File: src/rtl/reg_write_ctrl.sv
// Write-port controller for the 16x16 register bank: arbitrates two writeback
// requesters onto one write port, sequences W as setup/strobe/hold, clears the
// bank after reset and flags read-after-write hazards on the two read ports.
module reg_write_ctrl #(
  parameter int unsigned TAM = 16,
  parameter bit          RR  = 1'b1
) (
  input  logic           clk,
  input  logic           rst,
  input  logic           a_valid,
  output logic           a_ready,
  input  logic [3:0]     a_rd,
  input  logic [TAM-1:0] a_data,
  input  logic           b_valid,
  output logic           b_ready,
  input  logic [3:0]     b_rd,
  input  logic [TAM-1:0] b_data,
  output logic [3:0]     rf_RD,
  output logic [TAM-1:0] rf_reg_in,
  output logic           rf_W,
  output logic           rf_rst,
  input  logic [3:0]     rd_addr1,
  input  logic [3:0]     rd_addr2,
  output logic           hazard1,
  output logic           hazard2,
  output logic           busy
);

  typedef enum logic [2:0] {
    S_INIT_SETUP,
    S_INIT_STROBE,
    S_INIT_HOLD,
    S_IDLE,
    S_SETUP,
    S_STROBE,
    S_HOLD
  } state_t;

  state_t         state_q;
  logic           last_b_q;
  logic [3:0]     rd_q;
  logic [TAM-1:0] data_q;
  logic           w_q;
  logic           clr_q;
  logic           busy_q;

  logic           pick_a;
  logic           a_go;
  logic           b_go;

  // Arbitration: A wins a tie under fixed priority, or under round-robin when B was granted last
  always_comb begin
    pick_a  = a_valid & (~b_valid | ~RR | last_b_q);
    a_ready = (state_q == S_IDLE) & a_valid & pick_a;
    b_ready = (state_q == S_IDLE) & b_valid & ~pick_a;
    a_go    = a_valid & a_ready;
    b_go    = b_valid & b_ready;
  end

  // Sequencer: one state per cycle; W registered so it is high exactly in a strobe cycle
  always_ff @(posedge clk) begin
    if (!rst) begin
      state_q  <= S_INIT_SETUP;
      w_q      <= 1'b0;
      clr_q    <= 1'b1;
      rd_q     <= '0;
      data_q   <= '0;
      last_b_q <= 1'b1;
      busy_q   <= 1'b1;
    end else begin
      w_q <= 1'b0;
      case (state_q)
        S_INIT_SETUP: begin
          state_q <= S_INIT_STROBE;
          w_q     <= 1'b1;
        end
        S_INIT_STROBE: state_q <= S_INIT_HOLD;
        S_INIT_HOLD: begin
          state_q <= S_IDLE;
          clr_q   <= 1'b0;
          busy_q  <= 1'b0;
        end
        S_IDLE: begin
          if (a_go || b_go) begin
            state_q  <= S_SETUP;
            busy_q   <= 1'b1;
            rd_q     <= a_go ? a_rd : b_rd;
            data_q   <= a_go ? a_data : b_data;
            last_b_q <= b_go;
          end
        end
        S_SETUP: begin
          state_q <= S_STROBE;
          w_q     <= 1'b1;
        end
        S_STROBE: state_q <= S_HOLD;
        S_HOLD: begin
          state_q <= S_IDLE;
          busy_q  <= 1'b0;
        end
        default: begin
          state_q <= S_INIT_SETUP;
          clr_q   <= 1'b1;
          busy_q  <= 1'b1;
        end
      endcase
    end
  end

  // Hazards: whole bank stale while clearing, only the target register while writing
  always_comb begin
    hazard1 = 1'b0;
    hazard2 = 1'b0;
    case (state_q)
      S_INIT_SETUP, S_INIT_STROBE, S_INIT_HOLD: begin
        hazard1 = 1'b1;
        hazard2 = 1'b1;
      end
      S_SETUP, S_STROBE, S_HOLD: begin
        hazard1 = (rd_addr1 == rd_q);
        hazard2 = (rd_addr2 == rd_q);
      end
      default: begin
        hazard1 = 1'b0;
        hazard2 = 1'b0;
      end
    endcase
  end

  assign rf_RD     = rd_q;
  assign rf_reg_in = data_q;
  assign rf_W      = w_q;
  assign rf_rst    = clr_q;
  assign busy      = busy_q;

endmodule

File: config.mk
export PLATFORM = sky130hd
export DESIGN_NAME = reg_write_ctrl
export DESIGN_NICKNAME = d
export VERILOG_FILES = /design/src/rtl/reg_write_ctrl.sv
export SDC_FILE = /design/constraint.sdc
export NUM_CORES = 1
export LEC_CHECK = 0
export CAP_MARGIN = 15
export CORE_AREA = 5 5 66 68
export CTS_BUF_LIST = sky130_fd_sc_hd__clkbuf_8
export CTS_CLUSTER_SIZE = 40
export DETAILED_ROUTE_END_ITERATION = 10
export DIE_AREA = 0 0 71 73
export PLACE_DENSITY = 0.78
export SYNTH_ARGS = -nofsm -noshare
export SYNTH_HDL_FRONTEND = slang
export SYNTH_SLANG_ARGS = --single-unit
File: constraint.sdc
create_clock -name clk -period 1.5 [get_ports clk]
set_clock_uncertainty 0.2 [all_clocks]
set_input_delay 0.3 -clock clk [delete_from_list [all_inputs] [get_ports clk]]
set_output_delay 0.3 -clock clk [all_outputs]
set_load 0.1 [all_outputs]
==> summary.md, run 1 <==
| Metric | Value |
|---|---|
| Max Root-Sink Buffers | 2 |
| Clock network power share | 0.209 |
| Sequential Power Share | 0.379 |
| Violated checks | negative setup slack |
| Hold Crit Class | register to register |
| Worst-path clk slew | 0.10 ns |
| CP max stage delay | 0.38 ns |
| # port buffers | 78 |
| Worst skew pair latency | 0.28 ns |
| Crit path cell chain | xnor2_2 -> nand4_1 -> a22oi_2 -> buf_12 |
| WP buf/inv | 1 |
| Setup tns final | -2.39 ns |
| Top cells by area, synth | dfxtp_1 41%, o221a_1 16%, o32a_1 15% |
| Placed Area | 0.00257 mm2 |
| Total GRT Usage | 0.207 |
| Comb power frac | 0.412 |
| Register area share after synthesis | 0.406 |
| Pwr/cell area | 758 mW/mm2 |
| Placer Congestion | 0.862 |
| # IOs | 79 |
| Warnings, synthesis | 0 |
| Share of cells above drive strength 1 | 0.394 |
| Slew HR | 0.834 |
| #FFs+latches synth | 27 |
| DRC viols | 0 |
| Sw frac | 0.357 |
| Crit path launch | rf_RD[3] |
| Critical path required time | 1.00 ns |
| CP Depth | 4 |
| Total internal power | 0.00136 W |
| Max frequency | 0.543 GHz |
| Reg-to-reg startpoint | state_q[2] |
| Root buffer cell | clkbuf_8 |
| Unique masters post-synth | 28 |
| Fin. max-slew vios | 0 |
| Maximum VDD drop | 0.578 mV |
| RSZ-0062 raised after global routing | true |
| First-pass GRT wire length | 8350 um |
| Fill count | 262 |
| Ant. Diodes | 0 |
| Leak | 1.06 nW |
| Final Hold Fails | 0 |
| Worst Setup EP | hazard1 |
| Cell area after layout | 0.00279 mm2 |
| R2R cell count | 6 |
| Total number of vias | 1492 |
| Most area-hungry cell type in the Yosys netlist | dfxtp_1 |
| Starting Density | 0.350 |
| Crit path max-delay family | flip-flops |
| Syn avg cell area | 11.1 um2 |
| DR iter-0 viols | 78 |
| Status | complete, but fails checks |
| Routed WL | 5220 um |
| Vias/cell | 5.67 |
| Share of the synthesized area in the top cell type | 0.406 |
| Post-CTS Hold Fix Bufs | 0 |
| Max Cap Viol | 0 |
| Slew @ Worst Pin | 0.250 ns |
| Fin worst setup slack | -0.342 ns |
| CTS sink count | 27 |
| Ys flop type | dfxtp_1 |
| Synth Instances | 120 |
| Tmin final | 1.84 ns |
| Reg2reg end | rf_reg_in[0] |
| CP Max Fanout | 3 |
| Syn nets | 172 |
| Vias in the first global route | 1589 |
| Die Ht | 73 um |
| Routed WL per cell | 19.9 um |
| Gr ovfl total | 0 |
| NumNets Final | 266 |
| Final setup vio count | 24 |
| Pre-antenna DRT Iters | 5 |
| CTS tree | yes |
| Post-DRT Antenna Nets | 0 |
| Synthesized cell area | 0.00133 mm2 |
| Largest net degree at the start of global routing | 28 |
| Row count | 23 |
| Hpwl dp | 3690 um |
| CP Capture Type | output port |
| Net Switching | 0.000754 W |
| H-tree depth | 1 |
| R2R Setup Slk | -0.08 ns |
| Initial antenna violation count | 0 |
| Critical Path Start Type | register |
| Core area | 0.00380 mm2 |
| Arrival time at the worst endpoint | 1.34 ns |
| EDFF count, synth | 0 |
| Final worst-path cycle share | 1.23 |
| Die Area | 0.00518 mm2 |
| Layout area overhead | 109% |
| Chip width | 71 um |
| Setup CP Type | register to output port |
| Share of flip-flops with an asynchronous set or reset | 0 |
| Critical Path Slowest Stage Cell | dfxtp_4 |
| Clock buffer count from CTS | 3 |
-- cell usage in the layout, fill, tap and decap left out, drive strengths merged, types with 4 or more instances in the layout --
cell type / netlist / layout
xnor2: 8 / 8
o221a: 20 / 20
dfxtp: 27 / 27
dlygate4sd2: 0 / 10
buf: 10 / 53
clkdlybuf4s50: 0 / 41
o32a: 20 / 20
o21ai: 4 / 4
-- cell families (layout without fill, tap and decap cells) --
kind of cell    Yosys count  after routing  synth area share
compound gates           53             53             0.381
xor+xnor                  8              8            0.0526
buf+inv                  16            109            0.0789
flops                    27             27             0.406
simple gates             16             16            0.0818
-- final cells by class --
class                           count  area, um2  area share
Multi-Input combinational cell     77        793       0.285
Clock buffer                        3       41.3      0.0148
Inverter                            1       6.26     0.00225
Sequential cell                    27        563       0.202
Tap cell                           50       62.6      0.0225
Clock inverter                      1       6.26     0.00225
Timing Repair Buffer              104       1310       0.471
-- registers in the layout (all words and copies together), names as in the netlist --
name	count
rf_reg_in	16
busy	1
last_b_q	1
rf_W	1
state_q	3
rf_RD	4
rf_rst	1
-- power groups by stage --
| stage | Clock, W | Sequential (W) | Combinational [W] |
|---|---|---|---|
| finish | 0.000441 | 0.000800 | 0.000870 |
| global route | 0.000466 | 0.000805 | 0.000905 |
| CTS | 0.000445 | 0.000800 | 0.000861 |
| detailed placement | 0 | 0.000814 | 0.000831 |
| global placement | 0 | 0.000812 | 0.000815 |
| floorplan | 0 | 0.00103 | 0.000233 |
-- worst min path at each step --
| stage | startpoint | end | slack (ns) | cells after the start |
|---|---|---|---|---|
| final | last_b_q | last_b_q | 0.35 | 2 |
| after global routing | last_b_q | last_b_q | 0.37 | 2 |
| after CTS | last_b_q | last_b_q | 0.33 | 2 |
| after detailed placement | last_b_q | last_b_q | 0.31 | 2 |
| after global placement | last_b_q | last_b_q | 0.30 | 2 |
| after floorplan | last_b_q | last_b_q | 0.29 | 2 |
-- through the flow --
step           utilization  instances  setup slack [ns]  hold WS [ns]  total power [W]
5_1_grt              0.733        263            -0.415         0.371          0.00218
6_report             0.733        263            -0.342         0.347          0.00211
2_1_floorplan            -        120            -0.718         0.289          0.00126
3_5_place_dp         0.677        252            -0.534         0.313          0.00165
3_3_place_gp         0.677        252            -0.488         0.303          0.00163
4_1_cts              0.727        263            -0.352         0.333          0.00211
-- timing repair --
action,in CTS,in global routing
setup buffers,5,2
gates cloned,2,0
gates resized for setup,35,7
setup endpoints to repair,26,29
pin swaps,13,4
-- worst register-to-register path: cells and delay by family (launching register included) --
kind / cells / cell delay, ns
buf+inv: 3 / 0.41
simple gates: 2 / 0.38
compound gates: 1 / 0.19
flops: 1 / 0.34
-- Yosys cell counts, drive strengths merged (2+ instances only) --
cell / instances
o221a: 20
nor2: 3
nor2b: 3
xnor2: 8
clkbuf: 5
a21oi: 3
buf: 10
nand2b: 2
dfxtp: 27
o21ai: 4
a22oi: 2
o32a: 20
nand4: 2
-- routing by layer --
metal,up-vias,global-route usage,part of all wire
li1,685,-,-
met5,-,0,0
met3,14,0.0441,0.061
met4,0,0.0814,0.029
met1,716,0.231,0.38
met2,77,0.381,0.53
Power figures use the tool's default switching activity.
==> inputs of run 2 (changes only) <==
- CTS_CLUSTER_SIZE: 40 -> 12
- PLACE_DENSITY: 0.78 -> 0.87
==> summary.md, run 2 (synthesis gave the netlist of run 1 again) <==
| Metric | Value |
|---|---|
| RSZ-0062 raised after global routing | true |
| Final setup vio count | 23 (-4.2%) |
| Hold Crit Class | register to register |
| Leak | 1.07 nW (+0.79%) |
| Setup tns final | -2.19 ns (+0.199 ns) |
| Clock network power share | 0.206 (-0.003) |
| Max frequency | 0.535 GHz (-1.5%) |
| R2R cell count | 5 (-1) |
| Row count | 23 (unchanged) |
| Core area | 0.00380 mm2 (unchanged) |
| Critical Path Slowest Stage Cell | dfxtp_4 |
| Status | complete, but fails checks |
| Fin. max-slew vios | 0 (unchanged) |
| Total GRT Usage | 0.212 (+0.00543) |
| Crit path cell chain | xnor2_1 -> nand4_1 -> a22oi_2 -> buf_12 |
| Final worst-path cycle share | 1.25 (+0.0185) |
| First-pass GRT wire length | 8530 um (+2.1%) |
| Die Ht | 73 um (unchanged) |
| Placer Congestion | 0.764 (-11%) |
| CP Max Fanout | 3 (unchanged) |
| Max Root-Sink Buffers | 2 (unchanged) |
| Critical Path Start Type | register |
| CP Depth | 4 (unchanged) |
| Critical path required time | 1.00 ns (about the same) |
| Commonest non-fill, non-tap cell in the layout | clkdlybuf4s50_1 |
| Met3 GRT Util | 0.0482 (+0.00413) |
| Violated checks | negative setup slack |
| Largest net degree at the start of global routing | 28 (unchanged) |
| Hpwl dp | 3520 um (-4.6%) |
| HP Start | last_b_q |
| CTS tree | yes |
| Hold EP | last_b_q |
| Pre-antenna DRT Iters | 4 (-1) |
| Share of cells above drive strength 1 | 0.407 (+0.0122) |
| Cell area after layout | 0.00281 mm2 (+0.99%) |
| R2R Setup Slk | -0.12 ns (-0.04 ns) |
| Maximum VDD drop | 0.434 mV (-25%) |
| Grt met1 use | 0.229 (-0.00272) |
| Initial antenna violation count | 0 (unchanged) |
| Routed WL | 5470 um (+4.6%) |
| Starting Density | 0.350 (unchanged) |
| Post-CTS Hold Fix Bufs | 0 (unchanged) |
| Most Used Layer, Global Route | met2 |
| Clock buffer count from CTS | 3 (unchanged) |
| Core Util, Final | 0.740 (+0.00725) |
| Die Area | 0.00518 mm2 (unchanged) |
| # port buffers | 78 (unchanged) |
| WHS Path Cells | 2 (unchanged) |
| H-tree depth | 1 (unchanged) |
| Total internal power | 0.00136 W (+0.40%) |
| Max Cap Viol | 0 (unchanged) |
| Crit path max-delay family | flip-flops |
| CP max stage delay | 0.37 ns (about the same) |
| WP buf/inv | 1 (unchanged) |
| Root buffer cell | clkbuf_8 |
| Max reg flops | 16 (unchanged) |
| Vias/cell | 5.70 (+0.51%) |
| Final Hold Fails | 0 (unchanged) |
| Slew @ Worst Pin | 0.257 ns (+0.00705 ns) |
| Sequential Power Share | 0.375 (-0.004) |
| Worst skew pair latency | 0.28 ns (about the same) |
| Vias in the first global route | 1654 (+4.1%) |
| Reg-to-reg startpoint | last_b_q |
| NumNets Final | 267 (+0.38%) |
| CTS sink count | 27 (unchanged) |
| Met2 usage | 0.395 (+0.0144) |
| Worst-path clk slew | 0.10 ns (about the same) |
| Layout area overhead | 111% |
| Setup CP Type | register to output port |
| Pwr/cell area | 758 mW/mm2 (about the same) |
| Most frequent cells in the layout | 41 x clkdlybuf4s50_1, 30 x buf_12, 20 x o32a_1, 19 x o221a_1, 19 x dfxtp_1 |
| DR iter-0 viols | 80 (+2.6%) |
| Net Switching | 0.000771 W (+2.3%) |
| Gr ovfl total | 0 (unchanged) |
| CP Capture Type | output port |
| Post-DRT Antenna Nets | 0 (unchanged) |
| Routed WL per cell | 20.6 um (+3.8%) |
| Total number of vias | 1511 (+1.3%) |
| DRC viols | 0 (unchanged) |
| Arrival time at the worst endpoint | 1.37 ns (+0.03 ns) |
| Placed Area | 0.00258 mm2 (+0.58%) |
| Comb power frac | 0.419 (+0.007) |
| Fin worst setup slack | -0.370 ns (-0.0278 ns) |
| Slew HR | 0.829 (-0.00470) |
| # IOs | 79 (unchanged) |
| Reg2reg end | rf_reg_in[7] |
| Sw frac | 0.361 (+0.00423) |
| Tmin final | 1.87 ns (+0.0278 ns) |
| Chip width | 71 um (unchanged) |
## run 2: how the worst max path moves through the flow
stage | startpoint | endpoint | slack (ns)
2_1_floorplan | rf_RD[1] | hazard1 | -0.72
3_5_place_dp | a_valid | rf_reg_in[7] | -0.51
4_1_cts | rf_RD[3] | hazard2 | -0.35
3_3_place_gp | a_valid | rf_reg_in[7] | -0.51
6_report | rf_RD[3] | hazard1 | -0.37
5_1_grt | rf_RD[1] | hazard1 | -0.44
## run 2: what timing repair did
item                                    in CTS  in global routing
setup buffers                                5                  0
cloned                                       2                  0
gates resized for setup                     31                 13
pin swaps                                   52                 10
endpoints found under the setup margin      26                 29
## run 2: power by group through the flow
stage,registers [W],logic [W],clock network (W)
floorplan,0.00103,0.000233,0
global placement,0.000812,0.000822,0
detailed placement,0.000814,0.000833,0
CTS,0.000799,0.000874,0.000426
global route,0.000806,0.000925,0.000471
finish,0.000801,0.000893,0.000440
## run 2: layout make-up
cell class              instances  area [um2]
repair buffers                105        1330
clock inverters                 1        5.00
well taps                      50        62.6
fillers                       244         986
clock buffers                   3        41.3
diodes                          1        2.50
multi-input cells              77         800
inverters                       1        6.26
flip-flops and latches         27         566
## run 2: metal layers
layer	vias to the layer above	part of all wire	routed length (um)
met5	-	0	0
met4	0	0.030	163
met3	18	0.080	436
met2	79	0.52	2860
met1	729	0.37	2000
li1	685	-	-
## run 2: through the flow
step | std cells | hold WS [ns] | power [W] | worst slack (ns)
final | 265 | 0.331 | 0.00213 | -0.370
after global routing | 264 | 0.354 | 0.00220 | -0.439
after CTS | 265 | 0.342 | 0.00210 | -0.345
after detailed placement | 254 | 0.314 | 0.00165 | -0.511
after global placement | 254 | 0.302 | 0.00163 | -0.506
after floorplan | 120 | 0.289 | 0.00126 | -0.718
## run 2: worst min-delay path, stage by stage (launching register included)
cell and delay, ns:
dfxtp_4 0.38, o21ai_2 0.06, nand3_1 0.06
==> inputs of run 3 (changes only) <==
- ABC_AREA: not set -> 1
- ABC_CLOCK_PERIOD_IN_PS: not set -> 1500
- CORE_AREA: 5 5 66 68 -> 5 5 72 68
- DIE_AREA: 0 0 71 73 -> 0 0 77 73
- PLACE_DENSITY: 0.87 -> 0.89
==> summary.md, run 3 <==
| Metric | Value |
|---|---|
| Largest net degree at the start of global routing | 23 (-18%) |
| H-tree depth | 1 (unchanged) |
| Max frequency | 0.546 GHz (+2.2%) |
| Gr ovfl total | 0 (unchanged) |
| Routed WL | 6570 um (+20%) |
| Syn nets | 303 (+76%) |
| Starting Density | 0.394 (+0.0432) |
| Dominant cell by count in the synthesized netlist | nand2_1 |
| Die Ht | 73 um (unchanged) |
| Max Root-Sink Buffers | 2 (unchanged) |
| Layout area overhead | 99.5% |
| Fin. max-slew vios | 0 (unchanged) |
| Ys flop type | dfxtp_1 |
| Most frequent cells in the layout | 60 x nand2_1, 41 x clkdlybuf4s50_1, 38 x nor2_1, 31 x buf_12, 28 x inv_1 |
| DRC viols | 0 (unchanged) |
| Register area | 586 um2 (+3.5%) |
| Arrival time at the worst endpoint | 1.33 ns (-0.04 ns) |
| CP max stage delay | 0.37 ns (about the same) |
| Critical Path Slowest Stage Cell | dfxtp_4 |
| CP Capture Type | output port |
| Post-CTS Hold Fix Bufs | 0 (unchanged) |
| Fin worst setup slack | -0.331 ns (+0.0394 ns) |
| Pre-antenna DRT Iters | 4 (unchanged) |
| R2R Setup Slk | -0.21 ns (-0.09 ns) |
| Place WS | -0.492 ns (+0.0185 ns) |
| RSZ-0062 raised after global routing | true |
| Leak | 1.56 nW (+46%) |
| Fill count | 246 (+0.82%) |
| HP Start | busy |
| Critical Path Start Type | register |
| Slew @ Worst Pin | 0.243 ns (-0.0142 ns) |
| Syn avg cell area | 6.55 um2 (-41%) |
| Share of cells above drive strength 1 | 0.316 (-0.0903) |
| Setup CP Type | register to output port |
| Ant. Diodes | 0 (-1) |
| Initial antenna violation count | 0 (unchanged) |
| Setup tns final | -4.54 ns (-2.35 ns) |
| Share of the synthesized area in the top cell type | 0.329 (-0.0770) |
| Core area | 0.00417 mm2 (+9.8%) |
| Vias in the first global route | 1946 (+18%) |
| Root buffer cell | clkbuf_8 |
| Placer Congestion | 0.880 (+15%) |
| Register area share after synthesis | 0.329 (-0.0770) |
| Row count | 23 (unchanged) |
| # port buffers | 78 (unchanged) |
| Vias/cell | 5.01 (-12%) |
| First-pass GRT wire length | 8630 um (+1.2%) |
| EDFF count, synth | 0 (unchanged) |
| Tmin final | 1.83 ns (-0.0394 ns) |
| CTS tree | yes |
| Reg-to-reg startpoint | state_q[0] |
| Final setup vio count | 25 (+8.7%) |
| DR iter-0 viols | 168 (+110%) |
| Hold Crit Class | register to register |
| Status | complete, but fails checks |
| Most frequent cells after synthesis | 65 x nand2_1, 45 x nor2_1, 28 x inv_1 |
| Synthesized cell area | 0.00164 mm2 (+23%) |
| Hpwl dp | 4110 um (+17%) |
| #FFs+latches synth | 27 (unchanged) |
| Total GRT Usage | 0.188 (-0.0239) |
| Clock buffer count from CTS | 3 (unchanged) |
| Critical path required time | 1.00 ns (about the same) |
| CP Max Fanout | 3 (unchanged) |
| Final Hold Fails | 0 (unchanged) |
| Synth Instances | 251 (+110%) |
| Routed WL per cell | 16.4 um (-21%) |
| Commonest non-fill, non-tap cell in the layout | nand2_1 |
| Worst-path clk slew | 0.10 ns (about the same) |
| Core Util, Final | 0.785 (+0.0449) |
| Crit path launch | rf_RD[2] |
| Reg2reg end | rf_reg_in[12] |
| CTS sink count | 27 (unchanged) |
| Pwr/cell area | 661 mW/mm2 (-13%) |
| WHS Path Cells | 2 (unchanged) |
| Worst skew pair latency | 0.29 ns (about the same) |
| NumNets Final | 404 (+51%) |
| Share of flip-flops with an asynchronous set or reset | 0 (unchanged) |
| Slew HR | 0.838 (+0.00907) |
| Max reg flops | 16 (unchanged) |
| Die Area | 0.00562 mm2 (+8.5%) |
| R2R cell count | 9 (+4) |
| Total number of vias | 2010 (+33%) |
| Unique masters post-synth | 22 (-21%) |
| Post-DRT Antenna Nets | 0 (unchanged) |
| Final worst-path cycle share | 1.22 (-0.0263) |
| Violated checks | negative setup slack |
| Cells after DPL | 383 (+51%) |
| Max Cap Viol | 0 (unchanged) |
| Most area-hungry cell type in the Yosys netlist | dfxtp_1 |
| Chip width | 77 um (+8.5%) |
| Pwr Total | 0.00216 W (+1.5%) |
| Warnings, synthesis | 0 (unchanged) |
| # IOs | 79 (unchanged) |
| Hold EP | busy |
| Top cells by area, synth | dfxtp_1 33%, nand2_1 15%, nor2_1 10% |
| Non-Filler Instances | 401 (+51%) |
| Multi-input gate area | 0.00103 mm2 (+29%) |
| Maximum VDD drop | 0.359 mV (-17%) |
| Crit path cell chain | xor2_2 -> nor2_1 -> nand4_1 -> nand2_4 -> buf_12 |
-- run 3: changes by cell type in the layout (fill, tap and decap cells not counted), moves of 16 or more --
cell / delta
nand2_1: +60
o32a_1: -20
o21bai_1: +20
nand3b_1: +20
nor2_1: +37
o221a_1: -19
dfxtp_1: -16
inv_1: +28
dfxtp_2: +16
-- run 3: repair_timing --
action / in CTS / in global routing
gates resized for setup: 24 / 27
pin swaps: 10 / 40
setup buffers: 3 / 8
setup endpoints to repair: 26 / 25
hold endpoints to repair: 0 / 0
cloned: 0 / 6
-- run 3: stage by stage --
stage	instance area, um2	hold WS [ns]
2_1_floorplan	1710	0.217
3_3_place_gp	2920	0.285
3_5_place_dp	2920	0.304
4_1_cts	3020	0.318
5_1_grt	3280	0.352
6_report	3280	0.317
-- run 3: area by class of cell --
cell class              count  share of cell area
inverters                  30              0.0367
clock buffers               3              0.0126
well taps                  50              0.0191
multi-input cells         180               0.315
flip-flops and latches     27               0.179
clock inverters             1             0.00115
repair buffers            110               0.436
-- run 3: worst max-delay path, delay by kind of cell, from the launching register on --
kind	cells	cell delay [ns]
xor gates and xnor gates	1	0.14
buffers and inverters	1	0.17
DFF	1	0.37
and+or+nand+nor	3	0.37
-- run 3: cells by family after synthesis --
group,Yosys count,synth area share
compound gates,30,0.123
xor+xnor,8,0.0426
buf+inv,44,0.111
flops,27,0.329
simple gates,142,0.394
-- run 3: power by group --
part / total, W / internal [W] / switching [W] / leakage (nW)
Combinational: 0.000923 / 0.000409 / 0.000513 / 1.30
Clock: 0.000432 / 0.000185 / 0.000247 / 0.0269
Sequential: 0.000810 / 0.000758 / 0.0000519 / 0.231
-- run 3: worst max path at each step --
stage	end	cells past startpoint	slack [ns]
4_1_cts	hazard2	5	-0.37
5_1_grt	hazard2	5	-0.40
3_3_place_gp	rf_RD[1]	9	-0.38
6_report	hazard2	5	-0.33
2_1_floorplan	hazard1	4	-0.13
3_5_place_dp	rf_RD[1]	9	-0.49
-- run 3: routing by layer --
| metal | global-route usage | routed length [um] | up-vias |
|---|---|---|---|
| met1 | 0.203 | 2440 | 930 |
| met5 | 0 | 0 | - |
| met2 | 0.363 | 3570 | 92 |
| li1 | - | - | 971 |
| met3 | 0.0284 | 384 | 17 |
| met4 | 0.0840 | 181 | 0 |
